==> config.mk <==
export PLATFORM = sky130hd
export DESIGN_NAME = frame_tx_scheduler_flat
export DESIGN_NICKNAME = d
export VERILOG_FILES = /design/src/rtl/frame_tx_scheduler_if.sv /design/src/rtl/frame_tx_scheduler.sv /design/src/flat_wrapper.sv
export SDC_FILE = /design/constraint.sdc
export NUM_CORES = 1
export LEC_CHECK = 0
export ABC_AREA = 0
export BUFFER_PORTS_ARGS = -buffer_cell sky130_fd_sc_hd__buf_2
export CORE_ASPECT_RATIO = 0.7
export CORE_MARGIN = 3
export CORE_UTILIZATION = 45
export CTS_BUF_LIST = sky130_fd_sc_hd__clkbuf_8 sky130_fd_sc_hd__clkbuf_16
export DETAILED_ROUTE_END_ITERATION = 7
export PLACE_DENSITY_LB_ADDON = 0.05
export SLEW_MARGIN = 20
export SYNTH_ARGS = -nofsm -noshare
export SYNTH_HDL_FRONTEND = slang
export SYNTH_SLANG_ARGS = --single-unit
==> constraint.sdc <==
create_clock -name clk -period 4 [get_ports clk]
set_clock_uncertainty 0.1 [all_clocks]
set_input_delay 0.8 -clock clk [delete_from_list [all_inputs] [get_ports clk]]
set_output_delay 0.8 -clock clk [all_outputs]
set_load 0.05 [all_outputs]
==> src/rtl/frame_tx_scheduler_if.sv <==
`default_nettype none
// ============================================================================
// Module      : frame_tx_scheduler_if
// Description : Bundle of frame-entry, command and EndDevice strobe signals
//               between the user logic (master) and the transmit scheduler
//               (slave).
// Revision    : 1.0 - initial release
// ============================================================================
interface frame_tx_scheduler_if #(
  parameter int FRAME_W   = 16,
  parameter int NUM_PORTS = 4,
  parameter int DEPTH     = 4
);
  localparam int CNT_W = $clog2(DEPTH) + 1;

  logic                 add_valid;
  logic [FRAME_W-1:0]   add_frame;
  logic [1:0]           add_src;
  logic                 add_ready;
  logic                 drop;
  logic                 send_start;
  logic                 flush;
  logic [FRAME_W-1:0]   tx_frame;
  logic [NUM_PORTS-1:0] tx_valid;
  logic                 busy;
  logic [CNT_W-1:0]     pending_count;

  // User side: queues frames and issues commands, observes the strobes.
  modport master (
    output add_valid, add_frame, add_src, send_start, flush,
    input  add_ready, drop, tx_frame, tx_valid, busy, pending_count
  );

  // Scheduler side.
  modport slave (
    input  add_valid, add_frame, add_src, send_start, flush,
    output add_ready, drop, tx_frame, tx_valid, busy, pending_count
  );
endinterface
`default_nettype wire

==> src/rtl/frame_tx_scheduler.sv <==
`default_nettype none
// ============================================================================
// Module      : frame_tx_scheduler
// Description : Buffers source-tagged frames in a small circular FIFO and,
//               on send_start, releases them one per TX_GAP cycles to the
//               owning EndDevice as a one-hot tx_valid strobe.
// Revision    : 1.0 - initial release
// ============================================================================
module frame_tx_scheduler #(
  parameter int DEPTH     = 4,
  parameter int FRAME_W   = 16,
  parameter int NUM_PORTS = 4,
  parameter int TX_GAP    = 24
) (
  input  logic                 clk,
  input  logic                 rst,
  frame_tx_scheduler_if.slave  bus
);

  localparam int PTR_W = $clog2(DEPTH);
  localparam int CNT_W = PTR_W + 1;
  localparam int GAP_W = $clog2(TX_GAP);
  localparam int ENT_W = 2 + FRAME_W;

  localparam logic [CNT_W-1:0] FULL_CNT   = CNT_W'(DEPTH);
  localparam logic [GAP_W-1:0] GAP_RELOAD = GAP_W'(TX_GAP - 1);

  typedef enum logic [0:0] {
    S_IDLE = 1'b0,
    S_GAP  = 1'b1
  } state_t;

  state_t               state_q,    state_d;
  logic [PTR_W-1:0]     wr_ptr_q,   wr_ptr_d;
  logic [PTR_W-1:0]     rd_ptr_q,   rd_ptr_d;
  logic [CNT_W-1:0]     count_q,    count_d;
  logic [GAP_W-1:0]     gap_cnt_q,  gap_cnt_d;
  logic [FRAME_W-1:0]   tx_frame_q, tx_frame_d;
  logic [NUM_PORTS-1:0] tx_valid_q, tx_valid_d;
  logic                 drop_q,     drop_d;

  logic [ENT_W-1:0]     mem_q [DEPTH];

  logic                 fifo_full;
  logic                 fifo_empty;
  logic                 push;
  logic                 pop;
  logic [1:0]           head_src;
  logic [FRAME_W-1:0]   head_frame;
  logic [NUM_PORTS-1:0] head_onehot;

  assign {head_src, head_frame} = mem_q[rd_ptr_q];

  // One-hot port select decoded from the head entry's source tag.
  generate
    for (genvar gi = 0; gi < NUM_PORTS; gi++) begin : g_port_sel
      assign head_onehot[gi] = (head_src == 2'(gi));
    end
  endgenerate

  // FIFO status and push acceptance; fullness uses the registered count, so
  // a pop in the same cycle does not make room for a push.
  always_comb begin
    fifo_full  = (count_q == FULL_CNT);
    fifo_empty = (count_q == '0);
    push       = bus.add_valid && !bus.flush && !fifo_full;
    drop_d     = bus.add_valid && !bus.flush && fifo_full;
  end

  // Release scheduler: decides when to issue the head frame and spaces issues.
  always_comb begin
    state_d    = state_q;
    gap_cnt_d  = gap_cnt_q;
    tx_valid_d = '0;
    tx_frame_d = tx_frame_q;
    pop        = 1'b0;

    if (bus.flush) begin
      state_d   = S_IDLE;
      gap_cnt_d = '0;
    end else begin
      case (state_q)
        S_IDLE: begin
          if (bus.send_start && !fifo_empty) begin
            pop = 1'b1;
          end
        end
        S_GAP: begin
          if (gap_cnt_q != '0) begin
            gap_cnt_d = gap_cnt_q - 1'b1;
          end else if (!fifo_empty) begin
            pop = 1'b1;
          end else begin
            state_d = S_IDLE;
          end
        end
        default: state_d = S_IDLE;
      endcase
    end

    if (pop) begin
      tx_frame_d = head_frame;
      tx_valid_d = head_onehot;
      gap_cnt_d  = GAP_RELOAD;
      state_d    = S_GAP;
    end
  end

  // Pointer and occupancy update; flush empties the queue outright.
  always_comb begin
    if (bus.flush) begin
      wr_ptr_d = '0;
      rd_ptr_d = '0;
      count_d  = '0;
    end else begin
      wr_ptr_d = wr_ptr_q + PTR_W'(push);
      rd_ptr_d = rd_ptr_q + PTR_W'(pop);
      count_d  = count_q + CNT_W'(push) - CNT_W'(pop);
    end
  end

  // Control and output registers.
  always_ff @(posedge clk or posedge rst) begin
    if (rst) begin
      state_q    <= S_IDLE;
      wr_ptr_q   <= '0;
      rd_ptr_q   <= '0;
      count_q    <= '0;
      gap_cnt_q  <= '0;
      tx_frame_q <= '0;
      tx_valid_q <= '0;
      drop_q     <= 1'b0;
    end else begin
      state_q    <= state_d;
      wr_ptr_q   <= wr_ptr_d;
      rd_ptr_q   <= rd_ptr_d;
      count_q    <= count_d;
      gap_cnt_q  <= gap_cnt_d;
      tx_frame_q <= tx_frame_d;
      tx_valid_q <= tx_valid_d;
      drop_q     <= drop_d;
    end
  end

  // Frame storage; contents are meaningless until written, so no reset.
  always_ff @(posedge clk) begin
    if (push) begin
      mem_q[wr_ptr_q] <= {bus.add_src, bus.add_frame};
    end
  end

  assign bus.tx_frame      = tx_frame_q;
  assign bus.tx_valid      = tx_valid_q;
  assign bus.drop          = drop_q;
  assign bus.busy          = (state_q == S_GAP);
  assign bus.pending_count = count_q;
  assign bus.add_ready     = !fifo_full;

endmodule
`default_nettype wire

==> src/flat_wrapper.sv <==
// flat-port wrapper written by rule: the top's interface ports become plain ports
module frame_tx_scheduler_flat 
#(
  parameter int DEPTH     = 4,
  parameter int FRAME_W   = 16,
  parameter int NUM_PORTS = 4,
  parameter int TX_GAP    = 24
)
  (clk, rst, bus_add_valid, bus_add_frame, bus_add_src, bus_send_start, bus_flush, bus_add_ready, bus_drop, bus_tx_frame, bus_tx_valid, bus_busy, bus_pending_count);
  frame_tx_scheduler_if #(.FRAME_W(FRAME_W), .NUM_PORTS(NUM_PORTS), .DEPTH(DEPTH)) bus_i ();
  input  logic clk;
  input  logic rst;
  input wire logic [$bits(bus_i.add_valid)-1:0] bus_add_valid;
  input wire logic [$bits(bus_i.add_frame)-1:0] bus_add_frame;
  input wire logic [$bits(bus_i.add_src)-1:0] bus_add_src;
  input wire logic [$bits(bus_i.send_start)-1:0] bus_send_start;
  input wire logic [$bits(bus_i.flush)-1:0] bus_flush;
  output wire logic [$bits(bus_i.add_ready)-1:0] bus_add_ready;
  output wire logic [$bits(bus_i.drop)-1:0] bus_drop;
  output wire logic [$bits(bus_i.tx_frame)-1:0] bus_tx_frame;
  output wire logic [$bits(bus_i.tx_valid)-1:0] bus_tx_valid;
  output wire logic [$bits(bus_i.busy)-1:0] bus_busy;
  output wire logic [$bits(bus_i.pending_count)-1:0] bus_pending_count;
  assign bus_i.add_valid = bus_add_valid;
  assign bus_i.add_frame = bus_add_frame;
  assign bus_i.add_src = bus_add_src;
  assign bus_i.send_start = bus_send_start;
  assign bus_i.flush = bus_flush;
  assign bus_add_ready = bus_i.add_ready;
  assign bus_drop = bus_i.drop;
  assign bus_tx_frame = bus_i.tx_frame;
  assign bus_tx_valid = bus_i.tx_valid;
  assign bus_busy = bus_i.busy;
  assign bus_pending_count = bus_i.pending_count;
  frame_tx_scheduler #(.DEPTH(DEPTH), .FRAME_W(FRAME_W), .NUM_PORTS(NUM_PORTS), .TX_GAP(TX_GAP)) u_core (.clk(clk), .rst(rst), .bus(bus_i));
endmodule
Word level (Yosys, flattened, before mapping)
Memories as Yosys holds them, arrays and structs flattened.
Cells that the tools add are included.
{"block": "word_totals", "memories": 1, "latchBits": 0, "wordCells": 51, "regBits": 34, "mem_bits_rw": 72, "in_bits": 23, "mem_bits_ro": 0, "output_inout_bits": 26}
{"block": "classes", "shifts": 0, "mux": 19, "mul": 0, "bitwise_logic": 1, "n_eq_ne": 4, "order_cmp": 0, "div_mod_pow": 0, "n_addsub": 5, "n_reduce_logical": 13}
{"memory": "u_core.mem_q", "depth": 4, "word_bits": 18, "rd": 1, "rd_clocked_by_memory_dff": 0, "write_ports": 1, "line_no": "frame_tx_scheduler.sv:42", "source": "logic [ENT_W-1:0] mem_q [DEPTH];"}
{"op": "two-way mux 5 bit", "count": 4}
{"op": "two-way mux 1 bit", "count": 10}
{"op": "nonzero test 3 bit", "count": 2}
{"op": "nonzero test 5 bit", "count": 1}
{"op": "subtractor 5 x 1 -> 5 bit (second input constant)", "count": 1}
{"op": "adder 2 x 1 -> 2 bit", "count": 2}
{"op": "equality test 2 bit (second input constant)", "count": 2}
{"op": "logical AND 1 bit", "count": 4}
{"op": "two-way mux 2 bit", "count": 2}
{"op": "two-way mux 4 bit", "count": 1}
{"op": "adder 3 x 1 -> 3 bit", "count": 1}
{"op": "equality test 3 bit (second input constant)", "count": 1}
{"op": "logical NOT 1 bit", "count": 3}
{"op": "logical NOT 3 bit", "count": 1}
{"op": "two-way mux 3 bit", "count": 1}
{"op": "subtractor 3 x 1 -> 3 bit", "count": 1}
{"op": "equality test 2 x 1 -> 1 bit (second input constant)", "count": 1}
{"op": "logical NOT 2 bit", "count": 1}
{"op": "one-hot mux 1 bit (2 select lines)", "count": 1}
{"op": "AND reduction 2 bit", "count": 1}
{"op": "inverter 1 bit", "count": 1}

Depth between registers and ports, before layout
Gate-level depths: netlist (run 1).
{"block": "logic_depth", "depth_word": 8, "mapped_depth": 13, "mapped_depth_nobuf": 12}

Worst setup path before layout (run 1)
OpenSTA, ideal clock, no wires.
{"block": "synth_path", "kind": "flip-flop to flip-flop", "start": "register u_core.count_q[1] (netlist: u_core.bus.pending_count[1])", "end": "memory u_core.mem_q[1][0] (netlist name), enable pin", "setup_ns": 0.420, "t_arrival_ns": 2.723, "path_slack_ns": 0.758, "synth_period_minus_slack_ns": 3.242, "required_ns": 3.480, "stages_incl_launch_ff": 4, "path_cell_list": "dfrtp_1 -> or3b_2 -> nand3b_1 -> nor3b_1"}
{"block": "synth_between", "elab_chain_cells": 5}
{"element": "start: declaration", "line_no": "frame_tx_scheduler.sv:36", "source": "logic [CNT_W-1:0] count_q, count_d;"}
{"element": "start signal: assignment", "line_no": "frame_tx_scheduler.sv:137", "source": "count_q <= count_d;"}
{"element": "equality test 3 bit", "line_no": "frame_tx_scheduler.sv:64", "source": "fifo_full = (count_q == FULL_CNT);"}
{"element": "logical NOT 1 bit"}
{"element": "net bus_add_ready", "line_no": "flat_wrapper.sv:18", "source": "output wire logic [$bits(bus_i.add_ready)-1:0] bus_add_ready;"}
{"element": "logical AND 1 bit", "line_no": "frame_tx_scheduler.sv:66", "source": "push = bus.add_valid && !bus.flush && !fifo_full;"}
{"element": "two-way mux 1 bit", "line_no": "frame_tx_scheduler.sv:147", "source": "if (push) begin"}
{"element": "two-way mux 1 bit (implied by the code)", "line_no": "frame_tx_scheduler.sv:148", "source": "mem_q[wr_ptr_q] <= {bus.add_src, bus.add_frame};"}
{"element": "end: declaration", "line_no": "frame_tx_scheduler.sv:42"}
The timed path passes the listed nets, and every way through them passes these cells.

Final worst setup path (run 1)
{"block": "layout_path", "start": "register u_core.gap_cnt_q[0]", "end": "register u_core.count_q[2] (netlist: u_core.bus.pending_count[2])"}
{"block": "layout_between", "elab_chain_cells": 6}
{"element": "start: declaration", "line_no": "frame_tx_scheduler.sv:37", "source": "logic [GAP_W-1:0] gap_cnt_q, gap_cnt_d;"}
{"element": "start signal: assignment", "line_no": "frame_tx_scheduler.sv:138", "source": "gap_cnt_q <= gap_cnt_d;"}
{"element": "nonzero test 5 bit", "line_no": "frame_tx_scheduler.sv:89", "source": "if (gap_cnt_q != '0) begin"}
{"element": "two-way mux 1 bit", "line_no": "frame_tx_scheduler.sv:89"}
{"element": "one-hot mux 1 bit (2 select lines)", "line_no": "frame_tx_scheduler.sv:82", "source": "case (state_q)"}
{"element": "two-way mux 1 bit", "line_no": "frame_tx_scheduler.sv:78", "source": "if (bus.flush) begin"}
{"element": "subtractor 3 x 1 -> 3 bit", "line_no": "frame_tx_scheduler.sv:118", "source": "count_d = count_q + CNT_W'(push) - CNT_W'(pop);"}
{"element": "two-way mux 3 bit", "line_no": "frame_tx_scheduler.sv:111", "source": "if (bus.flush) begin"}
{"element": "net u_core.count_d[2]", "line_no": "frame_tx_scheduler.sv:36"}
The timed path passes the listed nets, and every way through them passes these cells.
A chain may end at the register's enable or synchronous reset.

==> results of run 1 <==
[critical path, stage by stage, from the launching register on]
cell and delay [ps]:
dfrtp_1 410, inv_1 110, ha_1 160, or4b_4 510
a211oi_4 280, ha_1 260, inv_1 60, ha_1 130
inv_1 50, fa_1 370, xor2_1 160, and2_1 160
nor3_1 120
[power groups by stage]
stage | logic (W) | clock network [W] | registers [W]
4_1_cts | 0.00107 | 0.000932 | 0.00145
5_1_grt | 0.00114 | 0.000977 | 0.00147
3_5_place_dp | 0.00107 | 0 | 0.00147
2_1_floorplan | 0.000510 | 0 | 0.00179
6_report | 0.00106 | 0.000912 | 0.00144
3_3_place_gp | 0.00107 | 0 | 0.00147
[worst max-delay path by stage]
| stage | startpoint | end | slack (ps) |
|---|---|---|---|
| after floorplan | u_core.bus.pending_count[1] | u_core.mem_q[1][0] | 760 |
| after global placement | u_core.gap_cnt_q[0] | u_core.bus.pending_count[2] | 1130 |
| after detailed placement | u_core.gap_cnt_q[0] | u_core.bus.pending_count[2] | 1090 |
| after CTS | u_core.gap_cnt_q[0] | u_core.bus.pending_count[2] | 1070 |
| after global routing | u_core.gap_cnt_q[0] | u_core.bus.pending_count[2] | 900 |
| final | u_core.gap_cnt_q[0] | u_core.bus.pending_count[2] | 1060 |
[registers in the layout, indices dropped and copies added, names as in the netlist]
signal                    count
u_core.mem_q                 72
u_core.bus.tx_frame          16
u_core.gap_cnt_q              5
u_core.bus.tx_valid           4
u_core.bus.pending_count      3
u_core.rd_ptr_q               2
u_core.wr_ptr_q               2
u_core.bus.busy               1
u_core.bus.drop               1
[logic make-up (layout without fill, tap and decap cells)]
family	after synthesis	after routing	share of synthesized area
buf+inv	17	81	0.0205
simple gates	29	29	0.0458
compound gates	14	14	0.0292
mux	34	34	0.150
fa+ha+maj	7	7	0.0229
flops	106	106	0.725
xor+xnor	3	3	0.00633
[final cells by class]
type                       instances  share of cell area
sequential                       106               0.617
timing repair buffer              56              0.0615
clock buffer                      13              0.0574
tap                              120              0.0307
inverter                           9             0.00691
multi-input combinational         87               0.219
clock inverter                     3             0.00768
[through the flow]
stage / cells / area [sq um] / utilization
final: 394 / 4890 / 0.560
after global routing: 394 / 4890 / 0.560
after CTS: 394 / 4890 / 0.560
after detailed placement: 378 / 4570 / 0.524
after global placement: 378 / 4570 / 0.524
after floorplan: 210 / 4150 / -
[placed cells by master, fill, tap and decap left out, drive strengths merged, types with 3 or more instances in the layout]
cell type and instances:
mux4 18, ha 6, mux2 16, dfrtp 34
nor2b 3, nor2 6, nor3b 6, buf 56
edfxtp 72, clkbuf 13, inv 11, a31oi 3
[routing by layer]
| metal | vias to the layer above | part of all wire | track usage |
|---|---|---|---|
| met4 | 0 | 0.0087 | 0.0350 |
| met5 | - | 0 | 0 |
| met2 | 45 | 0.46 | 0.231 |
| li1 | 938 | - | - |
| met3 | 6 | 0.041 | 0.0535 |
| met1 | 1006 | 0.49 | 0.201 |
==> impl_metrics.json, run 1 <==
{
  "cts_resized": 0,
  "antenna_found_initial": 0,
  "die_w_um": 121,
  "power_leakage_nw": 1.89,
  "fp-row-count": 28,
  "detailed_place_hpwl_mm": 4.56,
  "r2r_setup_slack_ps": 1060,
  "worstHoldStart": "u_core.bus.tx_frame[12]",
  "layout.area.seq_sq_mm": 0.00301,
  "clk_latency_ps": 330,
  "synthesis.area_sq_mm": 0.00415,
  "timing.rr.end": "u_core.bus.pending_count[2]",
  "synth_area_leaders": "edfxtp_1 52%, dfrtp_1 20%, mux4_2 9.8%",
  "worst_pin_slew_ps": 910,
  "grt_max_degree": 35,
  "cts_buffers": 9,
  "postRouteAntennaNets": 0,
  "synth_common_cells": "72 x edfxtp_1, 34 x dfrtp_1, 18 x mux4_2",
  "area_delta_synth_final_pct": 17.6,
  "critPathLaunchType": "register",
  "wl_per_cell_um": 17.8,
  "hold_depth": 1,
  "setup_ws_ps": 1060,
  "drive_gt1_frac": 0.391,
  "htreeDepth": 3,
  "setup_viol": 0,
  "vias_per_cell": 5.06,
  "postSynthCellCount": 210,
  "coreArea_sq_mm": 0.00872,
  "hold_ws_ps": 380,
  "yosysWarnings": 0,
  "synth_top_area_frac": 0.520,
  "grt_pass1_wl_mm": 11.5,
  "clkSinkCount": 106,
  "irDropWorstVdd_uv": 339,
  "drt_iter0_drc": 140,
  "seqPwrFrac": 0.423,
  "syn_area_per_cell_sq_um": 19.8,
  "ys_ff_latch": 106,
  "drc": 0,
  "finalSetupTns_ps": 0,
  "clkTransAtPathRegs_ps": 70,
  "dieArea_sq_mm": 0.0104,
  "diodes": 0,
  "slew_viol_final": 0,
  "synth-main-ff-cell": "edfxtp_1",
  "cts_tree": "done",
  "cts_hold_buffers": 0,
  "synth-seq-area-share": 0.725,
  "postCtsSetupRepairBufs": 0,
  "cp.required_ps": 4150,
  "synth_area_leader_cell": "edfxtp_1",
  "via_count": 1995,
  "grt_pass1_vias": 2096,
  "clock_path_buffers": 2,
  "period_needed_ps": 2940,
  "multiInputGateArea_sq_mm": 0.00107,
  "swShare": 0.335,
  "first_pass_iters": 4,
  "die_h_um": 86.4,
  "max_slew_margin": 0.393,
  "rsz0062_at_grt": "no",
  "timing.fmax_mhz": 340,
  "syn-num-nets": 240,
  "synth.most_common_cell": "edfxtp_1",
  "status": "complete, no violations",
  "n_fill_cell": 681,
  "clockPowerShare": 0.267,
  "cts_root_buffer": "clkbuf_16",
  "place_congestion": 0.800,
  "start_util": 0.476,
  "wl_mm": 7.02,
  "cp-end-kind": "register",
  "fin_nets": 299,
  "power_density_mw_per_mm2": 699,
  "synthArstFlopShare": 0.321,
  "rr_worst_depth": 12,
  "switching_power_w": 0.00114,
  "power.total_w": 0.00342,
  "path_max_fanout": 5,
  "io_pins": 49,
  "synth_edf_count": 72,
  "worstHoldEndpoint": "u_core.bus.tx_frame[12]",
  "portBuffers": 48,
  "worstHoldPathType": "register to register",
  "cap_viol_max_count": 0,
  "overflow": 0,
  "cp.arrival_ps": 3090,
  "fin_crit_sh": 0.736,
  "setup.worst_path.class": "register to register",
  "intPower_w": 0.00227,
  "reg2reg_from": "u_core.gap_cnt_q[0]",
  "synth_cell_type_count": 38,
  "globalRouteTotalUtil": 0.148,
  "combPwrFrac": 0.311,
  "finalHoldViolations": 0,
  "place_ws_ps": 1090
}
Power figures use the tool's default switching activity.
==> run 2: changes to the inputs <==
- clock period: 4 -> 2.7 ns (I/O delays scaled with it)
==> impl_metrics.json, run 2 (same netlist as run 1, synthesis figures left out) <==
{
  "hold_ws_ps": 203,
  "status": "complete, no violations",
  "cap_viol_max_count": 0,
  "worstHoldPathType": "primary input to async pin",
  "wl_mm": 7.29,
  "period_needed_ps": 2700,
  "cp.required_ps": 2830,
  "slowest_delay_ps": 480,
  "io_pins": 49,
  "start_util": 0.476,
  "final_util": 0.583,
  "grt_pass1_wl_mm": 11.8,
  "via_count": 2086,
  "finalHoldViolations": 0,
  "cp.arrival_ps": 2820,
  "power_leakage_nw": 1.97,
  "first_pass_iters": 4,
  "irDropWorstVdd_uv": 555,
  "rsz0062_at_grt": "yes",
  "drt_iter0_drc": 112,
  "cts_root_buffer": "clkbuf_16",
  "coreArea_sq_mm": 0.00872,
  "fp-row-count": 28,
  "die_h_um": 86.4,
  "multiInputGateArea_sq_mm": 0.00112,
  "timing.fmax_mhz": 371,
  "antenna_found_initial": 0,
  "htreeDepth": 3,
  "stdcell_count": 411,
  "crit_chain": "inv_2, ha_4, or4b_4, a211oi_4, ha_4, inv_4, ha_4, inv_2, fa_2, xor2_1, and2_1, nor3_2",
  "layout.area.seq_sq_mm": 0.00301,
  "use_met3": 0.0561,
  "worst_pin_slew_ps": 548,
  "cts_tree": "done",
  "dp_cells": 390,
  "setup_viol": 0,
  "fin_crit_sh": 0.998,
  "drc": 0,
  "globalRouteTotalUtil": 0.154,
  "grt_max_degree": 35,
  "wl_per_cell_um": 17.7,
  "vias_per_cell": 5.08,
  "overflow": 0,
  "cts_buffers": 9,
  "cp-end-kind": "register",
  "place_congestion": 0.773,
  "clkSinkCount": 106,
  "n_fill_cell": 676,
  "busiest_layer": "met2",
  "slowest_stage": "or4b_4",
  "rr_worst_depth": 12,
  "top_register": "u_core.mem_q",
  "path_common_cell": "ha_4",
  "setup.worst_path.class": "register to register",
  "final_common_cell": "edfxtp_1",
  "portBuffers": 48,
  "clk_latency_ps": 330,
  "grt_util_met2": 0.233,
  "power_density_mw_per_mm2": 1060,
  "postRouteAntennaNets": 0,
  "dieArea_sq_mm": 0.0104,
  "layout_common_cells": "72 x edfxtp_1, 48 x buf_2, 33 x dfrtp_1, 25 x buf_4, 18 x mux4_2",
  "max_slew_margin": 0.634,
  "largest_reg_flops": 72,
  "die_w_um": 121,
  "use_met1": 0.217,
  "crit_family": "adder cells",
  "slew_viol_final": 0,
  "clock_path_buffers": 2,
  "critPathLaunchType": "register",
  "area_delta_synth_final_pct": 22.5,
  "fin_nets": 316,
  "power.total_w": 0.00538,
  "path_max_fanout": 2,
  "cp.depth": 12,
  "clkTransAtPathRegs_ps": 70,
  "diodes": 0,
  "crit_buf_inv": 3,
  "drive_gt1_frac": 0.464,
  "grt_pass1_vias": 2181,
  "detailed_place_hpwl_mm": 4.53
}
[run 2: cell count changes in the layout (fill, tap and decap cells not counted), sizes merged]
cell / change
buf: +17
bufinv: +2
clkbuf: -3
clkinv: +3
inv: -2
[run 2: power breakdown]
part	internal, W	switching [W]
registers	0.00198	0.000143
logic	0.000727	0.00108
clock network	0.000924	0.000532
total	0.00363	0.00175
[run 2: through the flow]
step | TNS [ps] | instance area [sq um] | setup WS (ps)
6_report | 0 | 5090 | 4.79
5_1_grt | -122 | 5090 | -122
4_1_cts | -104 | 5070 | -104
3_5_place_dp | -93.2 | 4690 | -93.2
3_3_place_gp | -51.0 | 4690 | -51.0
2_1_floorplan | -26550 | 4180 | -542
[run 2: path summary, 6_finish.rpt]
| check | to | slack (ps) | start |
|---|---|---|---|
| worst min-delay path | u_core.bus.drop | 200 | rst |
| worst min register to register | u_core.bus.tx_frame[14] | 380 | u_core.bus.tx_frame[14] |
| min in group clk | u_core.mem_q[0][15] | 310 | bus_add_frame[15] |
| worst max-delay path | u_core.bus.pending_count[2] | 5 | u_core.gap_cnt_q[0] |
| worst max register to register | u_core.bus.pending_count[2] | 5 | u_core.gap_cnt_q[0] |
| max in group asynchronous | u_core.bus.busy | 1940 | rst |
[run 2: routing by layer]
layer,share of wire,wire length (um)
met4,0.0084,61
met1,0.47,3420
met5,0,0
met3,0.053,386
met2,0.47,3420
[run 2: area by class of cell]
type                    instances  share of cell area
multi-input cells              87               0.219
flip-flops and latches        106               0.592
well taps                     120              0.0295
inverters                       9             0.00713
repair buffers                 73              0.0841
clock buffers                  10              0.0470
clock inverters                 6              0.0204
[run 2: worst register-to-register path, stage by stage, from the launching register on]
cell and delay [ps]:
dfrtp_1 390, inv_2 90, ha_4 130, or4b_4 480
a211oi_4 280, ha_4 250, inv_4 50, ha_4 120
inv_2 30, fa_2 320, xor2_1 160, and2_1 160
nor3_2 40
[run 2: what timing repair did]
| action | in CTS | in global routing |
|---|---|---|
| pin swaps | 3 | 4 |
| endpoints found under the setup margin | 1 | 1 |
| buffers inserted | 3 | 2 |
| endpoints found under the hold margin | 0 | 0 |
| hold buffers | 0 | 0 |
| gates cloned | 0 | 0 |
| gates resized for setup | 4 | 1 |
